$ cat src/rtl/dem_switching_block_ns.sv
// rtl/dem_switching_block_ns.sv - DEM tree switching block: splits x into (x+s)/2 and (x-s)/2 with random or first-order shaped sign
// Optional feature macro: DEM_SB_IMBALANCE_EN (adds saturating imbalance_o counter)
module dem_switching_block_ns #(
    parameter int          WIDTH     = 5,
    parameter int          PN_SRC    = 0,
    parameter logic [15:0] LFSR_SEED = 16'hACE1,
    parameter int          IMB_W     = 8
) (
    input  logic                    clk_i,
    input  logic                    reset_i,
    input  logic                    valid_i,
    output logic                    ready_o,
    input  logic [WIDTH-1:0]        x_in_i,
    input  logic                    mode_i,
    input  logic                    pn_seq_i,
    output logic                    valid_o,
    input  logic                    ready_i,
    output logic [WIDTH-1:0]        x_out1_o,
    output logic [WIDTH-1:0]        x_out2_o,
    output logic [1:0]              s_out_o
`ifdef DEM_SB_IMBALANCE_EN
    ,
    output logic signed [IMB_W-1:0] imbalance_o
`endif
);

    localparam logic [15:0] SEED = (LFSR_SEED == 16'h0000) ? 16'hACE1 : LFSR_SEED;

    localparam logic [1:0] S_ZERO = 2'b00;
    localparam logic [1:0] S_POS  = 2'b01;
    localparam logic [1:0] S_NEG  = 2'b11;

    logic             valid_q, valid_d;
    logic [WIDTH-1:0] x1_q, x1_d;
    logic [WIDTH-1:0] x2_q, x2_d;
    logic [1:0]       s_q, s_d;
    logic [1:0]       acc_q, acc_d;
    logic [15:0]      lfsr_q, lfsr_d;

    logic             accept;
    logic             pn_bit;
    logic             lfsr_fb;
    logic [1:0]       s_sel;
    logic [WIDTH:0]   s_ext;
    logic [WIDTH:0]   sum_p;
    logic [WIDTH:0]   sum_m;

    assign ready_o = ~valid_q | ready_i;
    assign accept  = valid_i & ready_o;

    assign lfsr_fb = lfsr_q[0] ^ lfsr_q[2] ^ lfsr_q[3] ^ lfsr_q[5];
    assign pn_bit  = (PN_SRC == 1) ? pn_seq_i : lfsr_q[0];

    // acc == +1 steers to -1 and vice versa; a balanced acc falls back to the PN bit
    always_comb begin
        s_sel = S_ZERO;
        if (x_in_i[0]) begin
            if (mode_i && (acc_q == S_POS)) begin
                s_sel = S_NEG;
            end else if (mode_i && (acc_q == S_NEG)) begin
                s_sel = S_POS;
            end else begin
                s_sel = pn_bit ? S_POS : S_NEG;
            end
        end
    end

    // One extra bit keeps x+1 at full scale from wrapping before the halving shift
    assign s_ext = {{(WIDTH - 1){s_sel[1]}}, s_sel};
    assign sum_p = {1'b0, x_in_i} + s_ext;
    assign sum_m = {1'b0, x_in_i} - s_ext;

    always_comb begin
        valid_d = valid_q;
        x1_d    = x1_q;
        x2_d    = x2_q;
        s_d     = s_q;
        acc_d   = acc_q;
        lfsr_d  = lfsr_q;
        if (accept) begin
            valid_d = 1'b1;
            x1_d    = sum_p[WIDTH:1];
            x2_d    = sum_m[WIDTH:1];
            s_d     = s_sel;
            acc_d   = mode_i ? (acc_q + s_sel) : 2'b00;
            lfsr_d  = {lfsr_fb, lfsr_q[15:1]};
        end else if (ready_i) begin
            valid_d = 1'b0;
        end
    end

    always_ff @(posedge clk_i or posedge reset_i) begin
        if (reset_i) begin
            valid_q <= 1'b0;
            x1_q    <= '0;
            x2_q    <= '0;
            s_q     <= S_ZERO;
            acc_q   <= 2'b00;
            lfsr_q  <= SEED;
        end else begin
            valid_q <= valid_d;
            x1_q    <= x1_d;
            x2_q    <= x2_d;
            s_q     <= s_d;
            acc_q   <= acc_d;
            lfsr_q  <= lfsr_d;
        end
    end

    assign valid_o  = valid_q;
    assign x_out1_o = x1_q;
    assign x_out2_o = x2_q;
    assign s_out_o  = s_q;

`ifdef DEM_SB_IMBALANCE_EN
    localparam logic signed [IMB_W:0] IMB_MAX = {2'b00, {(IMB_W - 1){1'b1}}};
    localparam logic signed [IMB_W:0] IMB_MIN = {2'b11, {(IMB_W - 2){1'b0}}, 1'b1};

    logic signed [IMB_W-1:0] imb_q, imb_d;
    logic signed [IMB_W:0]   imb_sum;

    assign imb_sum = $signed({imb_q[IMB_W-1], imb_q}) + $signed({{(IMB_W - 1){s_sel[1]}}, s_sel});

    // Clamp symmetrically so the counter never wraps
    always_comb begin
        imb_d = imb_q;
        if (accept) begin
            if (imb_sum > IMB_MAX) begin
                imb_d = IMB_MAX[IMB_W-1:0];
            end else if (imb_sum < IMB_MIN) begin
                imb_d = IMB_MIN[IMB_W-1:0];
            end else begin
                imb_d = imb_sum[IMB_W-1:0];
            end
        end
    end

    always_ff @(posedge clk_i or posedge reset_i) begin
        if (reset_i) begin
            imb_q <= '0;
        end else begin
            imb_q <= imb_d;
        end
    end

    assign imbalance_o = imb_q;
`endif

endmodule

$ cat config.mk
export PLATFORM = sky130hd
export DESIGN_NAME = dem_switching_block_ns
export DESIGN_NICKNAME = d
export VERILOG_FILES = /design/src/rtl/dem_switching_block_ns.sv
export SDC_FILE = /design/constraint.sdc
export NUM_CORES = 1
export LEC_CHECK = 0
export BUFFER_PORTS_ARGS = -buffer_cell sky130_fd_sc_hd__buf_4
export CORE_UTILIZATION = 50
export CTS_CLUSTER_DIAMETER = 50
export DETAILED_ROUTE_END_ITERATION = 12
export PLACE_DENSITY = 0.74
export SLEW_MARGIN = 40
export SYNTH_ARGS = -nofsm -noshare
export SYNTH_HDL_FRONTEND = slang
export SYNTH_SLANG_ARGS = --single-unit
$ cat constraint.sdc
create_clock -name clk_i -period 2.3 [get_ports clk_i]
set_input_delay 0.69 -clock clk_i [delete_from_list [all_inputs] [get_ports clk_i]]
set_output_delay 0.69 -clock clk_i [all_outputs]
set_load 0.03 [all_outputs]
After elaboration in Yosys (flattened, before gate mapping)
Index checks and enable logic that the tools add are counted.
{ "totals": {"register_bits": 31, "latchBits": 0, "ramBits": 0, "mem_bits_ro": 0, "in_bits": 11, "out_inout_bits": 14, "wordCells": 27, "mem_count": 0} }
{ "classes": {"n_addsub": 3, "mul": 0, "div_mod_pow": 0, "magnitude_cmp": 0, "n_eq_ne": 2, "shifts": 0, "mux": 7, "bitwise_logic": 6, "n_reduce_logical": 3} }
{ "op_table": {"columns": ["operator", "count"], "rows": [
  ["two-way mux 2 bit", 5],
  ["adder 5 x 6 -> 6 bit", 1],
  ["subtractor 5 x 6 -> 6 bit", 1],
  ["XOR 1 bit", 3],
  ["adder 2 bit", 1],
  ["equality test 2 x 1 -> 1 bit (second input constant)", 1],
  ["equality test 2 bit (second input constant)", 1],
  ["logical AND 1 bit", 2],
  ["two-way mux 1 bit", 2],
  ["nonzero test 2 bit", 1],
  ["bitwise AND 1 bit", 1],
  ["NOT 1 bit", 1],
  ["bitwise OR 1 bit", 1]
]} }

Depth between registers and ports, before layout
Gate-level depths: netlist of the first run.
{ "logic_depth": {"ltp_word": 7, "ltp_mapped": 8} }

Least setup slack after synthesis of the first run
OpenSTA, ideal clock, no wires.
{ "synth_path": {"path_kind": "input to register", "startpoint": "input mode_i", "endpoint": "register x1_q[4] (netlist: x_out1_o[4])", "setup_time_ns": 0.092, "arrival_ns": 2.481, "t_required_ns": 2.208, "slack_ns": -0.273, "path_stages": 8, "path_cell_list": "a21bo_2 > nand3_1 > inv_1 > ha_1 > nand2b_1 > a2111o_1 > and3_1 > o31ai_2"} }
{ "synth_between": {"elab_chain_cells": 5, "elab_cells_between_ends": 6, "cone_classes": "add/sub: 1; mux: 3; reduce/logical: 2"} }
{ "synth_lines": {"columns": ["item", "line", "source"], "rows": [
  ["start, declared", "14", "input logic mode_i,"],
  ["logical AND 1 bit", "60", "end else if (mode_i && (acc_q == S_NEG)) begin"],
  ["two-way mux 2 bit", "60", null],
  ["two-way mux 2 bit (*)", "58", "if (mode_i && (acc_q == S_POS)) begin"],
  ["two-way mux 2 bit (*)", "57", "if (x_in_i[0]) begin"],
  ["net s_sel[1]", "43", "logic [1:0] s_sel;"],
  ["adder 5 x 6 -> 6 bit (*)", "70", "assign sum_p = {1'b0, x_in_i} + s_ext;"],
  ["end signal, assigned", "95", "x1_q <= '0;"],
  ["end signal, assigned", "102", "x1_q <= x1_d;"],
  ["end, declared", "34", "logic [WIDTH-1:0] x1_q, x1_d;"]
]} }
The timed path passes the listed nets; every way through them passes the cells marked *.
A chain may end at the register's enable or synchronous reset.

Worst setup path after layout of the first run
{ "layout_path": {"startpoint": "register lfsr_q[0]", "endpoint": "register x1_q[4] (netlist: x_out1_o[4])"} }
{ "layout_between": {"elab_chain_cells": 5} }
{ "layout_lines": {"columns": ["item", "line", "source"], "rows": [
  ["start, declared", "38", "logic [15:0] lfsr_q, lfsr_d;"],
  ["start signal, assigned", "106", "lfsr_q <= lfsr_d;"],
  ["two-way mux 2 bit", "63", "s_sel = pn_bit ? S_POS : S_NEG;"],
  ["two-way mux 2 bit", "60", null],
  ["two-way mux 2 bit", "58", null],
  ["two-way mux 2 bit", "57", null],
  ["net s_sel[1]", "43", null],
  ["adder 5 x 6 -> 6 bit", "70", null]
]} }
The timed path passes the listed nets, and every way through them passes these cells.

==> impl_metrics.toml, run 1 <==
[outcome]
status = "completed"

[placed_design]
hpwl_um = 2349
post-place-ws_ps = -137.8
place.gp.congestion = 0.8419
portBuffers = 23

[timing]
slew_headroom_pct = 70.19
hold_slack_ps = 433.6
maxClockFrequency_mhz = 448.0
rsz0062_at_grt = "false"
setup_ws_ps = 68.00
report.final.slew_viol_count = 0
finalHoldViolCount = 0
period_share_pct = 97.04
finalSetupTns_ps = 0
min_period_ps = 2232
finalSetupViolations = 0
tightest_slew_ps = 447.2
fin_skew_ps = 9.618

[power]
power_mw = 1.776
cellLeakagePower_nw = 0.9828
ir_drop_mv = 0.4891
p_per_area_nw_per_um2 = 902.4
power.switching_mw = 0.6425
power_frac_seq_pct = 45.2
p_int_mw = 1.134
comb_power_share_pct = 38.2
clkPwrFrac_pct = 16.6
switching_share_pct = 36.17

[cells_and_area]
final_nets = 228
syn_to_final_growth_pct = 22.60
num-fill-cells = 271
antennaDiodeCount = 0
multiInputGateArea_um2 = 763.2
regArea_um2 = 785.8
layout-drive-gt1-share_pct = 28.99

[synthesis]
syn-num-nets = 193
synth_cells = 171
synth_cell_types = 34
ys_seq_elements = 31
avgSynthCellArea_um2 = 9.388
synth_edf_count = 0
synth_area_um2 = 1605
synthFlopType = "dfrtp_1"
yosysSeqAreaShare_pct = 48.95
async_flop_share_pct = 100.0
ys_warn_count = 0

[setup_path]
crit_type = "reg2reg"
reg2reg_from = "lfsr_q[0]"
cp_data_required_time_ps = 2530
regToRegSetupSlack_ps = 70
reg2reg_depth = 8
critPathLaunchType = "register"
critical_path_depth = 8
cp_top_family = "compound AO/OA/AOI/OAI gates"
rr_endpoint = "x_out1_o[4]"
cp-end-kind = "register"
crit_path_cell_trace = "a21bo_2 > nand3_4 > inv_4 > ha_1 > nand2b_4 > a2111o_1 > and3_1 > o31ai_2"
critPathBufInv = 1
cp_max_fo = 4
critPathCapture = "x_out1_o[4]"
arrival_ps = 2470
slowest_stage = "dfstp_2"
crit_start = "lfsr_q[0]"
cp_slowest_stage_delay_ps = 580

[clocking]
clk_path_buf_depth = 2
tritoncts = "built"
cts-root-buf = "clkbuf_4"
htree_num_levels = 2
clkLatencyLatePin_ps = 330
clkSlewWorstSetupHoldPaths_ps = 100
hold_buffers = 0
cts_buffers = 5
clock_sinks = 31

[global_routing]
first_global_vias = 1277
grt_antenna_before_repair = 0
grt_max_degree = 40
grt_use_total_pct = 21.14
grt_remaining_overflow = 0
grt_pass1_wl_um = 5423

[routing]
drc = 0
viasPerCell = 5.000
drt_first_pass_iters = 4
vias = 1255
wl_per_cell_um = 12.37
finalWirelength_um = 3106
drtAntennaViolNets = 0
drt_iter0_drc = 25

[floorplan]
die_w_um = 58.66
initial_core_util_pct = 52.58
pin_count = 25
chipHeight_um = 58.66
core_um2 = 3053
dieArea_um2 = 3441
row_count = 20

[min_path]
min_path_type = "in2async"

[run]
cap_violations = 0
## registers in the layout, summed over array words and instances (netlist names)
signal / count
acc_q: 2
valid_o: 1
x_out2_o: 5
s_out_o: 2
x_out1_o: 5
lfsr_q: 16
## power groups by stage
| stage | Combinational [mW] | Clock (mW) | Sequential (mW) |
|---|---|---|---|
| after floorplan | 0.332 | 0 | 0.910 |
| after global placement | 0.649 | 0 | 0.805 |
| after detailed placement | 0.673 | 0 | 0.814 |
| after CTS | 0.674 | 0.303 | 0.804 |
| after global routing | 0.746 | 0.331 | 0.820 |
| final | 0.678 | 0.295 | 0.802 |
## layout make-up
cell class	instances	share of cell area (%)
sequential	31	39.92
multi-input combinational	122	38.78
timing repair buffer	37	14.11
tap	44	2.797
clock buffer	7	2.289
inverter	9	1.844
clock inverter	1	0.2543
## metrics by stage
step	instance area, µm²	instances	util, %
floorplan	1620	171	-
global placement	1903	242	62.34
detailed placement	1903	242	62.34
CTS	1953	250	63.98
global route	1968	251	64.47
finish	1968	251	64.47
## layout by cell type (no fill, tap or decap), drive strengths merged, types with 2 or more instances in the layout
cell    instances
a21oi           3
and2            2
buf            37
clkbuf          7
dfrtp          23
dfstp           8
ha             10
inv             9
mux2            3
nand2          52
nand2b          5
nand3           5
nor2            2
o21ai          14
xnor2           9
## worst min-delay path by stage
stage | to | slack (ps) | from
finish | lfsr_q[3] | 430 | reset_i
global route | lfsr_q[9] | 450 | reset_i
CTS | lfsr_q[3] | 430 | reset_i
detailed placement | lfsr_q[6] | 450 | lfsr_q[7]
global placement | lfsr_q[10] | 440 | lfsr_q[11]
floorplan | lfsr_q[10] | 430 | lfsr_q[11]
## cell usage after synthesis, types with 2 or more instances
cell type / number / area [µm²]
a21oi_1: 3 / 15.01
buf_2: 5 / 25.02
clkbuf_1: 2 / 7.510
clkbuf_2: 2 / 10.01
dfrtp_1: 23 / 575.6
dfstp_2: 8 / 210.2
ha_1: 10 / 125.1
inv_1: 9 / 33.78
mux2_2: 3 / 33.78
nand2_1: 52 / 195.2
nand2b_1: 5 / 31.28
nand3_1: 5 / 25.02
nor2_1: 2 / 7.510
o21ai_0: 14 / 70.07
xnor2_1: 9 / 78.83
## layer usage
metal	vias up	track usage (%)	part of all wire, %
met5	-	0	0
met4	0	6.803	1.4
met3	5	6.154	2.6
met2	19	37.60	53
met1	599	24.53	43
li1	632	-	-
## cell families (layout without fill, tap and decap cells)
| kind of cell | Yosys count | in the layout | share of synthesized area (%) |
|---|---|---|---|
| adder cells (fa/ha/maj) | 11 | 11 | 9.041 |
| multiplexers | 3 | 3 | 2.104 |
| AND/OR/NAND/NOR | 72 | 72 | 19.33 |
| flip-flops | 31 | 31 | 48.95 |
| AO/OA/AOI/OAI | 26 | 26 | 10.37 |
| buffers and inverters | 18 | 54 | 4.754 |
| XOR/XNOR | 10 | 10 | 5.456 |
## repair_timing
item                       4_1_cts  5_1_grt
setup endpoints to repair        0        1
hold endpoints to repair         0        0
resized for setup                0        1
buffers inserted                 0        1
## worst min-delay path, delay by kind of cell
kind	cells	cell delay (ps)
buf+inv	3	490
Power figures use the tool's default switching activity.
==> run 2, diff against run 1 <==
--- a/config.mk
+++ b/config.mk
@@ -6,6 +6,7 @@
 export NUM_CORES = 1
 export LEC_CHECK = 0
 export BUFFER_PORTS_ARGS = -buffer_cell sky130_fd_sc_hd__buf_4
+export CORE_ASPECT_RATIO = 1.5
 export CORE_UTILIZATION = 50
 export CTS_CLUSTER_DIAMETER = 50
 export DETAILED_ROUTE_END_ITERATION = 12
==> impl_metrics.toml, run 2 (same netlist as run 1, synthesis figures left out) <==
[min_path]
hold_start = "lfsr_q[11]"
min_path_type = "reg2reg"

[routing]
drt_first_pass_iters = 4
drc = 0
vias = 1297
drtAntennaViolNets = 0
drt_iter0_drc = 18
viasPerCell = 5.251
wl_per_cell_um = 13.42
finalWirelength_um = 3314

[cells_and_area]
top_register = "lfsr_q"
layout-drive-gt1-share_pct = 30.29
largest_reg_flops = 16
fin_cells = 247
final_common_cell = "nand2_1"
final_cell_mix = "52 x nand2_1, 37 x buf_4, 23 x dfrtp_1, 14 x o21ai_0, 10 x ha_1"
final_nets = 229
syn_to_final_growth_pct = 28.06
fin_util_pct = 69.15
antennaDiodeCount = 0

[global_routing]
grt_use_total_pct = 23.19
grt_antenna_before_repair = 0
grt_pass1_wl_um = 5423
grt_max_degree = 40
grt_remaining_overflow = 0
first_global_vias = 1301

[floorplan]
dieArea_um2 = 3446
row_count = 24
pin_count = 25
die_w_um = 48.27
initial_core_util_pct = 54.00
chipHeight_um = 71.40
core_um2 = 2973

[power]
ir_drop_mv = 0.6298
power_mw = 2.063
p_int_mw = 1.381
switching_share_pct = 33.08
power.switching_mw = 0.6825
clkPwrFrac_pct = 26.8
comb_power_share_pct = 34.2
p_per_area_nw_per_um2 = 1004
power_frac_seq_pct = 39.0
cellLeakagePower_nw = 1.026

[timing]
rsz0062_at_grt = "false"
report.final.slew_viol_count = 0
min_period_ps = 2197
hold_slack_ps = 457.2
slew_headroom_pct = 72.20
maxClockFrequency_mhz = 455.1
fin_skew_ps = 6.889
finalSetupViolations = 0
setup_ws_ps = 102.5
tightest_slew_ps = 411.8
finalHoldViolCount = 0
period_share_pct = 95.54

[setup_path]
cp_slowest_stage_delay_ps = 560
cp_max_fo = 4
critPathLaunchType = "register"
arrival_ps = 2400
crit_path_cell_trace = "a21bo_4 > nand3_4 > inv_4 > ha_1 > nand2b_4 > a2111o_1 > and3_1 > o31ai_2"
crit_type = "reg2reg"
slowest_stage = "dfstp_2"
cp-end-kind = "register"
cp_data_required_time_ps = 2500
reg2reg_from = "lfsr_q[0]"
crit_start = "lfsr_q[0]"

[placed_design]
post-place-ws_ps = -145.9
hpwl_um = 2490
portBuffers = 23
place.gp.congestion = 0.8372
dp_cells = 237

[run]
cap_violations = 0

[clocking]
tritoncts = "built"
htree_num_levels = 2
cts-root-buf = "clkbuf_8"
clock_sinks = 31
cts_buffers = 5
clkLatencyLatePin_ps = 280
clkSlewWorstSetupHoldPaths_ps = 70
clk_path_buf_depth = 2

[outcome]
status = "completed"
run 2: cell count changes in the layout (fill, tap and decap cells not counted), sizes merged:
cell / delta
buf: +1
bufinv: +1
clkbuf: -1
run 2: metrics by stage:
stage	area (µm²)	TNS, ps
2_1_floorplan	1620	0
3_3_place_gp	1909	-117.2
3_5_place_dp	1909	-270.4
4_1_cts	2027	0
5_1_grt	2056	0
6_report	2056	0
run 2: layer usage:
layer / wire length (µm) / part of all wire (%) / track usage [%]
met5: 0 / 0 / 0
met4: 168 / 5.1 / 16.67
met3: 99 / 3.0 / 6.801
met2: 1784 / 54 / 38.37
met1: 1262 / 38 / 22.61
run 2: cell type report:
cell class	instances	area [µm²]
repair buffers	38	297.8
clock buffers	6	82.58
fillers	226	917.1
flip-flops and latches	31	785.8
inverters	9	36.28
well taps	39	48.80
multi-input cells	122	769.5
clock inverters	2	35.03
run 2: power by group through the flow:
stage	Combinational [mW]	Clock, mW	Sequential, mW
after floorplan	0.332	0	0.910
after global placement	0.662	0	0.803
after detailed placement	0.690	0	0.814
after CTS	0.695	0.567	0.806
after global routing	0.774	0.586	0.825
final	0.706	0.553	0.804
run 2: worst paths after layout:
| kind | end | slack, ps | cells past startpoint |
|---|---|---|---|
| max in group asynchronous | lfsr_q[13] | 1500 | 3 |
| max | x_out1_o[4] | 100 | 8 |
| min in group asynchronous | lfsr_q[9] | 480 | 3 |
| min reg2reg | lfsr_q[10] | 460 | 2 |
| min | lfsr_q[10] | 460 | 2 |
| max reg2reg | x_out1_o[4] | 100 | 8 |
run 2: worst max-delay path, delay by kind of cell, from the launching register on:
kind / cells / cell delay, ps
AO/OA/AOI/OAI: 3 / 770
AND/OR/NAND/NOR: 3 / 440
buffers and inverters: 1 / 40
adder cells (fa/ha/maj): 1 / 290
flip-flops: 1 / 560
run 2: what timing repair did:
action	in CTS	in global routing
buffers inserted	0	2
endpoints found under the setup margin	0	1
hold buffers	0	0
hold endpoints to repair	0	0
resized for setup	0	2
